`src/rtl/ram_arbiter_pkg.sv`:
```
// ram_arbiter_pkg: shared state encoding and strobe constants for the RAM2 arbiter.
// Rev 1.0
`default_nettype none

package ram_arbiter_pkg;

  typedef enum logic [1:0] {
    ST_IDLE   = 2'd0,
    ST_SETUP  = 2'd1,
    ST_ACCESS = 2'd2,
    ST_HOLD   = 2'd3
  } state_t;

  localparam logic C_STROBE_OFF = 1'b1;
  localparam int   C_WAIT_CNT_W = 4;

endpackage

`default_nettype wire

```
`src/rtl/ram_arb_priority.sv`:
```
// ram_arb_priority: data-first grant selection with a saturating fetch-starvation counter.
// Rev 1.0
`default_nettype none

module ram_arb_priority #(
  parameter int STARVE_LIMIT = 4
) (
  input  logic clk,
  input  logic rst,
  input  logic i_arb_en,
  input  logic i_inst_req,
  input  logic i_data_req,
  output logic o_grant_inst,
  output logic o_grant_data
);

  localparam int            CW      = $clog2(STARVE_LIMIT + 1);
  localparam logic [CW-1:0] C_LIMIT = CW'(STARVE_LIMIT);

  logic [CW-1:0] r_starve_cnt;
  logic          w_force_inst;

  assign w_force_inst = i_inst_req && (r_starve_cnt == C_LIMIT);
  assign o_grant_inst = i_arb_en && i_inst_req && (!i_data_req || w_force_inst);
  assign o_grant_data = i_arb_en && i_data_req && !o_grant_inst;

  // Only data grants that bypass a waiting fetch count against the fetch port.
  always_ff @(posedge clk) begin
    if (rst) begin
      r_starve_cnt <= '0;
    end else if (o_grant_inst) begin
      r_starve_cnt <= '0;
    end else if (o_grant_data && i_inst_req && (r_starve_cnt != C_LIMIT)) begin
      r_starve_cnt <= r_starve_cnt + 1'b1;
    end
  end

endmodule

`default_nettype wire

```
`src/rtl/ram_arbiter.sv`:
```
// ram_arbiter: shares RAM2 between fetch and data ports with a SETUP/ACCESS/HOLD sequence.
// Rev 1.0
`default_nettype none

module ram_arbiter
  import ram_arbiter_pkg::*;
#(
  parameter int ADDR_W       = 16,
  parameter int DATA_W       = 16,
  parameter int WAIT_CYCLES  = 1,
  parameter int STARVE_LIMIT = 4
) (
  input  logic              clk,
  input  logic              rst,
  input  logic              inst_req_i,
  input  logic [ADDR_W-1:0] inst_addr_i,
  output logic [DATA_W-1:0] inst_data_o,
  output logic              inst_done_o,
  input  logic              data_req_i,
  input  logic              data_we_i,
  input  logic [ADDR_W-1:0] data_addr_i,
  input  logic [DATA_W-1:0] data_wdata_i,
  output logic [DATA_W-1:0] data_rdata_o,
  output logic              data_done_o,
  output logic              pause_o,
  output logic              ram_en_o,
  output logic              ram_oe_o,
  output logic              ram_we_o,
  output logic [ADDR_W-1:0] ram_addr_o,
  output logic [DATA_W-1:0] ram_wdata_o,
  output logic              ram_wdata_oe_o,
  input  logic [DATA_W-1:0] ram_rdata_i
);

  localparam logic [C_WAIT_CNT_W-1:0] C_LAST_CNT = C_WAIT_CNT_W'(WAIT_CYCLES - 1);

  state_t                  r_state;
  logic [C_WAIT_CNT_W-1:0] r_wait_cnt;
  logic                    r_sel_inst;
  logic                    r_we;
  logic [ADDR_W-1:0]       r_addr;
  logic [DATA_W-1:0]       r_wdata;
  logic [DATA_W-1:0]       r_inst_data;
  logic [DATA_W-1:0]       r_data_rdata;
  logic                    r_inst_done;
  logic                    r_data_done;
  logic                    r_en_n;
  logic                    r_oe_n;
  logic                    r_we_n;
  logic                    r_wdata_oe;
  logic                    w_grant_inst;
  logic                    w_grant_data;

  ram_arb_priority #(
    .STARVE_LIMIT(STARVE_LIMIT)
  ) u_priority (
    .clk         (clk),
    .rst         (rst),
    .i_arb_en    (r_state == ST_IDLE),
    .i_inst_req  (inst_req_i),
    .i_data_req  (data_req_i),
    .o_grant_inst(w_grant_inst),
    .o_grant_data(w_grant_data)
  );

  always_ff @(posedge clk) begin
    if (rst) begin
      r_state      <= ST_IDLE;
      r_wait_cnt   <= '0;
      r_sel_inst   <= 1'b0;
      r_we         <= 1'b0;
      r_addr       <= '0;
      r_wdata      <= '0;
      r_inst_data  <= '0;
      r_data_rdata <= '0;
      r_inst_done  <= 1'b0;
      r_data_done  <= 1'b0;
      r_en_n       <= C_STROBE_OFF;
      r_oe_n       <= C_STROBE_OFF;
      r_we_n       <= C_STROBE_OFF;
      r_wdata_oe   <= 1'b0;
    end else begin
      r_inst_done <= 1'b0;
      r_data_done <= 1'b0;
      case (r_state)
        ST_IDLE: begin
          if (w_grant_inst || w_grant_data) begin
            r_state    <= ST_SETUP;
            r_sel_inst <= w_grant_inst;
            r_en_n     <= 1'b0;
            if (w_grant_inst) begin
              r_addr     <= inst_addr_i;
              r_we       <= 1'b0;
              r_wdata_oe <= 1'b0;
            end else begin
              r_addr     <= data_addr_i;
              r_we       <= data_we_i;
              r_wdata    <= data_wdata_i;
              r_wdata_oe <= data_we_i;
            end
          end
        end
        ST_SETUP: begin
          r_state    <= ST_ACCESS;
          r_wait_cnt <= '0;
          if (r_we) r_we_n <= 1'b0;
          else      r_oe_n <= 1'b0;
        end
        ST_ACCESS: begin
          // Read data is sampled on the final ACCESS cycle, alongside raising the done pulse.
          if (r_wait_cnt == C_LAST_CNT) begin
            r_state <= ST_HOLD;
            r_we_n  <= C_STROBE_OFF;
            if (r_sel_inst) begin
              r_inst_done <= 1'b1;
              r_inst_data <= ram_rdata_i;
            end else begin
              r_data_done <= 1'b1;
              if (!r_we) r_data_rdata <= ram_rdata_i;
            end
          end else begin
            r_wait_cnt <= r_wait_cnt + 1'b1;
          end
        end
        ST_HOLD: begin
          r_state    <= ST_IDLE;
          r_en_n     <= C_STROBE_OFF;
          r_oe_n     <= C_STROBE_OFF;
          r_wdata_oe <= 1'b0;
        end
        default: r_state <= ST_IDLE;
      endcase
    end
  end

  assign inst_data_o    = r_inst_data;
  assign inst_done_o    = r_inst_done;
  assign data_rdata_o   = r_data_rdata;
  assign data_done_o    = r_data_done;
  assign ram_en_o       = r_en_n;
  assign ram_oe_o       = r_oe_n;
  assign ram_we_o       = r_we_n;
  assign ram_addr_o     = r_addr;
  assign ram_wdata_o    = r_wdata;
  assign ram_wdata_oe_o = r_wdata_oe;
  assign pause_o        = (inst_req_i & ~r_inst_done) | (data_req_i & ~r_data_done);

endmodule

`default_nettype wire

```
`config.mk`:
```
export PLATFORM = sky130hd
export DESIGN_NAME = ram_arbiter
export DESIGN_NICKNAME = d
export VERILOG_FILES = /design/src/rtl/ram_arbiter_pkg.sv /design/src/rtl/ram_arb_priority.sv /design/src/rtl/ram_arbiter.sv
export SDC_FILE = /design/constraint.sdc
export NUM_CORES = 1
export LEC_CHECK = 0
export BUFFER_PORTS_ARGS = -buffer_cell sky130_fd_sc_hd__buf_2
export CAP_MARGIN = 10
export CORE_ASPECT_RATIO = 0.75
export CORE_MARGIN = 2
export CORE_UTILIZATION = 45
export CTS_BUF_LIST = sky130_fd_sc_hd__clkbuf_8
export DETAILED_ROUTE_END_ITERATION = 10
export GPL_ROUTABILITY_DRIVEN = 0
export PLACE_DENSITY = 0.78
export SKIP_CTS_REPAIR_TIMING = 1
export SYNTH_ARGS = -nofsm -noshare
export SYNTH_HDL_FRONTEND = slang
export SYNTH_SLANG_ARGS = --single-unit
```
`constraint.sdc`:
```
create_clock -name clk -period 1.57 [get_ports clk]
set_input_delay 0 -clock clk [delete_from_list [all_inputs] [get_ports clk]]
set_output_delay 0 -clock clk [all_outputs]
set_load 0.1 [all_outputs]
```
==> results.md <==
Worst setup path:
- The critical path in this run is classified as reg2reg.
- Along the worst path, the maximum fanout reaches 20.
- The data arrival at the endpoint of the critical path is 1870 ps.
- Data on the critical path is required at its endpoint by ~1800 ps.
- The critical path goes through inv_2, ha_4, nand2_1, buf_4, or4_1, a31oi_1.
- In this design, the largest share of critical-path delay is due to simple AND/OR/NAND/NOR gates.
- The slowest stage of the critical path belongs to the cell or4_1.
- STA classifies the critical path startpoint as a register.
- The worst register-to-register path has a depth of 6.
- The cell count along the critical path is 6.
- The total buffers and inverters traversed by the critical path is 2.
- The largest single stage delay on the critical path is about 460 ps.
- The endpoint kind of the worst setup timing path is a register.

Placement:
- Timing analysis after detailed placement gives a worst setup slack of -297 ps.
- The number of placed instances with taps included is 648.
- After legalization and detailed placement, the total HPWL measured slightly below 7 mm.
- In this run the tool buffered the top-level ports with 139 buffer cells.

Power and ir drop:
- Summed over all cells, the static leakage comes to ~0.0022 uW.
- The power density relative to cell area is 1870 nW/um^2.
- The worst-case vdd ir drop is 1.00 mV.

Timing:
- At the pin with the least slew margin, the transition time is between 500 and 600 ps.
- Setup violations remaining at the end of the flow were counted as 2.
- Derived from the worst setup path, the maximum achievable clock frequency is slightly above 600 MHz.
- Clock skew on the completed layout was measured at between 10 and 15 ps.
- Dividing the final minimum period by the clock period gives 102%.
- Final hold analysis gives a worst-case slack of -1.39 ps.
- The smallest clock period supported by the final layout is computed as around 1600 ps.
- The final worst setup slack is -37.0 ps.
- The final number of max-transition violations is 0.
- Measured against its own limit, the worst slew margin works out to 66.4%.
- The number of endpoints with negative hold slack in the final report is 1.

Routing:
- The first-pass iteration count of the detailed router is 5.
- The final route contains 3846 vias.
- The number of nets with antenna violations after detailed routing is 0.
- Dividing the detail-routed wire length by the instance count gives 15.2 microns.
- The count of unresolved DRC violations after routing is 0.
- Dividing the detail-routed via count by the number of cells gives 5.46.
- The first routing iteration left 248 violations.
- Wires add up to around 11 mm.

Synthesis:
- Of all flip-flops after synthesis, the portion carrying an async set or reset was 0%.
- The synthesized design spends more area on one cell type than any other, namely dfxtp_1.
- Counting flops with a built-in enable in the synthesized netlist gives 0.
- Summing every instance area after synthesis gives 3490 sq um.
- By area the synthesized netlist is led by dfxtp_1 46%, a21oi_1 8.5%, nand3_1 7.7%.
- The number of warning messages in the yosys log is 0.
- Yosys mapped the design onto 38 distinct sky130hd cell types.
- The share of the synthesized area in the top cell type is 46.5%.
- The average footprint of a synthesized cell is 8.43 sq um.
- The number of cells produced by synthesis is between 400 and 500.
- The net count after synthesis is 492.
- After synthesis, flip-flops and latches occupy 46.5% of the total area.
- The most used flip-flop cell after synthesis is dfxtp_1.
- The post-synthesis register bit count is between 80 and 90.

Clock tree:
- The clock latency at the later pin of the worst-skew pair is 350 ps.
- The clock root buffer master is clkbuf_8.
- The clock net in this run drives a total of 81 sinks.
- The clock passes through at most 2 buffers.
- After clock tree synthesis, the clock-pin slew on the worst setup and hold paths is approximately 90 ps.
- The number of clock buffers inserted by TritonCTS is 9.
- The H-tree was split into 3 levels.
- The CTS tree is done.

Die:
- The initialized floorplan defines 27 standard-cell rows.
- The core region area is approximately 7400 sq um.
- The floorplan step defined a die boundary enclosing 8480 sq um.
- The vertical die dimension is 80.3 microns.
- The initial utilization of the core area, before any placement, comes to a little under half.
- The die is 106 microns wide.
- For this design the top-level I/O count stands at 140.

Global routing:
- The overall track demand over capacity in global routing is 22.6%.
- The initial antenna violation count is 0.
- Summed over all layers, the global routing overflow is 0.
- The first global-routing pass estimated about 16 mm of wire.
- The largest net degree at the start of global routing is 40.
- The via count of the first global-routing pass was 3404.

Worst hold path:
- The cell depth of the worst min-delay path is 3.
- The path category of the worst min-delay check is in2reg.

Layout:
- The post-route netlist has 37.5% of its cells at a drive strength greater than 1.
- Leaving out filler cells and counting taps, the final layout contains roughly 700.
- The final core area utilization is 71.1%.
- The final layout net count is 676.
- The area added between synthesis and finish is 51.5%.
- The antenna diode instance count is 0.

Run status:
- The flow ran to the end, but the final reports show violations.
- The final reports fail on negative hold slack, negative setup slack.

Run:
- Across the run, the number of max-cap violations was 0.
[synthesized netlist by cell type (2+ instances only)]
cell	n
a2111oi_0	7
a2111oi_2	9
a21oi_1	59
and2_1	2
buf_2	11
buf_4	4
clkbuf_1	22
dfxtp_1	81
ha_1	9
inv_1	10
mux2i_1	2
nand2_1	9
nand2b_1	5
nand3_1	54
nand4_1	2
nand4b_1	2
nor2_1	35
nor3_1	18
nor3b_2	2
o211ai_1	2
o21ai_0	50
o21bai_1	2
or3b_1	2
[logic make-up after synthesis]
logic type	count (synthesis)	share of synthesized area, %
adder cells (fa/ha/maj)	9	3.23
flip-flops	81	46.5
buffers and inverters	48	6.21
multiplexers	2	0.574
AND/OR/NAND/NOR	136	19.4
AO/OA/AOI/OAI	138	24.1
[metrics by stage]
step                      power (uW)  area [sq um]  TNS, ps
after floorplan                 6530          3500        0
after global placement          7520          4450        0
after detailed placement        7630          4450     -832
after CTS                       9330          4680    -1490
after global routing           10300          5280     -193
final                           9900          5280    -38.8
[report_power, final]
part / switching (uW) / internal, uW / total (uW)
Combinational: 4030 / 1520 / 5550
Sequential: 207 / 2450 / 2660
Clock: 792 / 912 / 1700
[sequential cells by signal, summed over array words and instances (netlist names), 2 cells and up]
signal,cells
ram_wdata_o,16
r_wait_cnt,4
ram_addr_o,16
inst_data_o,16
u_priority.r_starve_cnt,3
data_rdata_o,16
r_state,2
[worst reg2reg max path, cell delays in order, from the launching register on]
cell and delay (ps):
dfxtp_2 340, inv_2 90, ha_4 160, nand2_1 70, buf_4 220, or4_1 460, a31oi_1 190
[path summary, 6_finish.rpt]
path / slack, ps / startpoint / end
min reg2reg: 460 / ram_wdata_oe_o / ram_wdata_oe_o
min: -1 / data_addr_i[8] / ram_addr_o[8]
max: -40 / r_state[1] / u_priority.r_starve_cnt[2]
max reg2reg: -40 / r_state[1] / u_priority.r_starve_cnt[2]
[placed cells by master, fill, tap and decap left out, types with 3 or more instances in the layout]
cell,Yosys,final
buf_2,11,139
dfxtp_1,81,79
a21oi_1,59,59
nand3_1,54,54
o21ai_0,50,36
nor2_1,35,35
dlygate4sd3_1,0,34
buf_4,4,25
nor3_1,18,18
o21ai_1,1,15
a2111oi_2,9,11
nand2_1,9,9
clkbuf_8,0,9
inv_1,10,8
ha_1,9,6
buf_6,1,6
a2111oi_4,0,5
nand2b_1,5,5
buf_12,0,5
inv_6,0,3
[metal layers]
metal  wire length [microns]  track usage [%]
met1                    4730             28.3
met2                    5260             39.4
met4                     141             6.18
met3                     609             5.36
met5                       0                0
[layout make-up]
type	instances	area [sq um]
Inverter	10	37.5
Timing Repair Buffer	211	1440
Tap cell	101	126
Fill cell	522	2150
Multi-Input combinational cell	285	1830
Clock buffer	9	124
Clock inverter	7	101
Sequential cell	81	1620
Note: power is estimated with default switching activity, not from simulation.
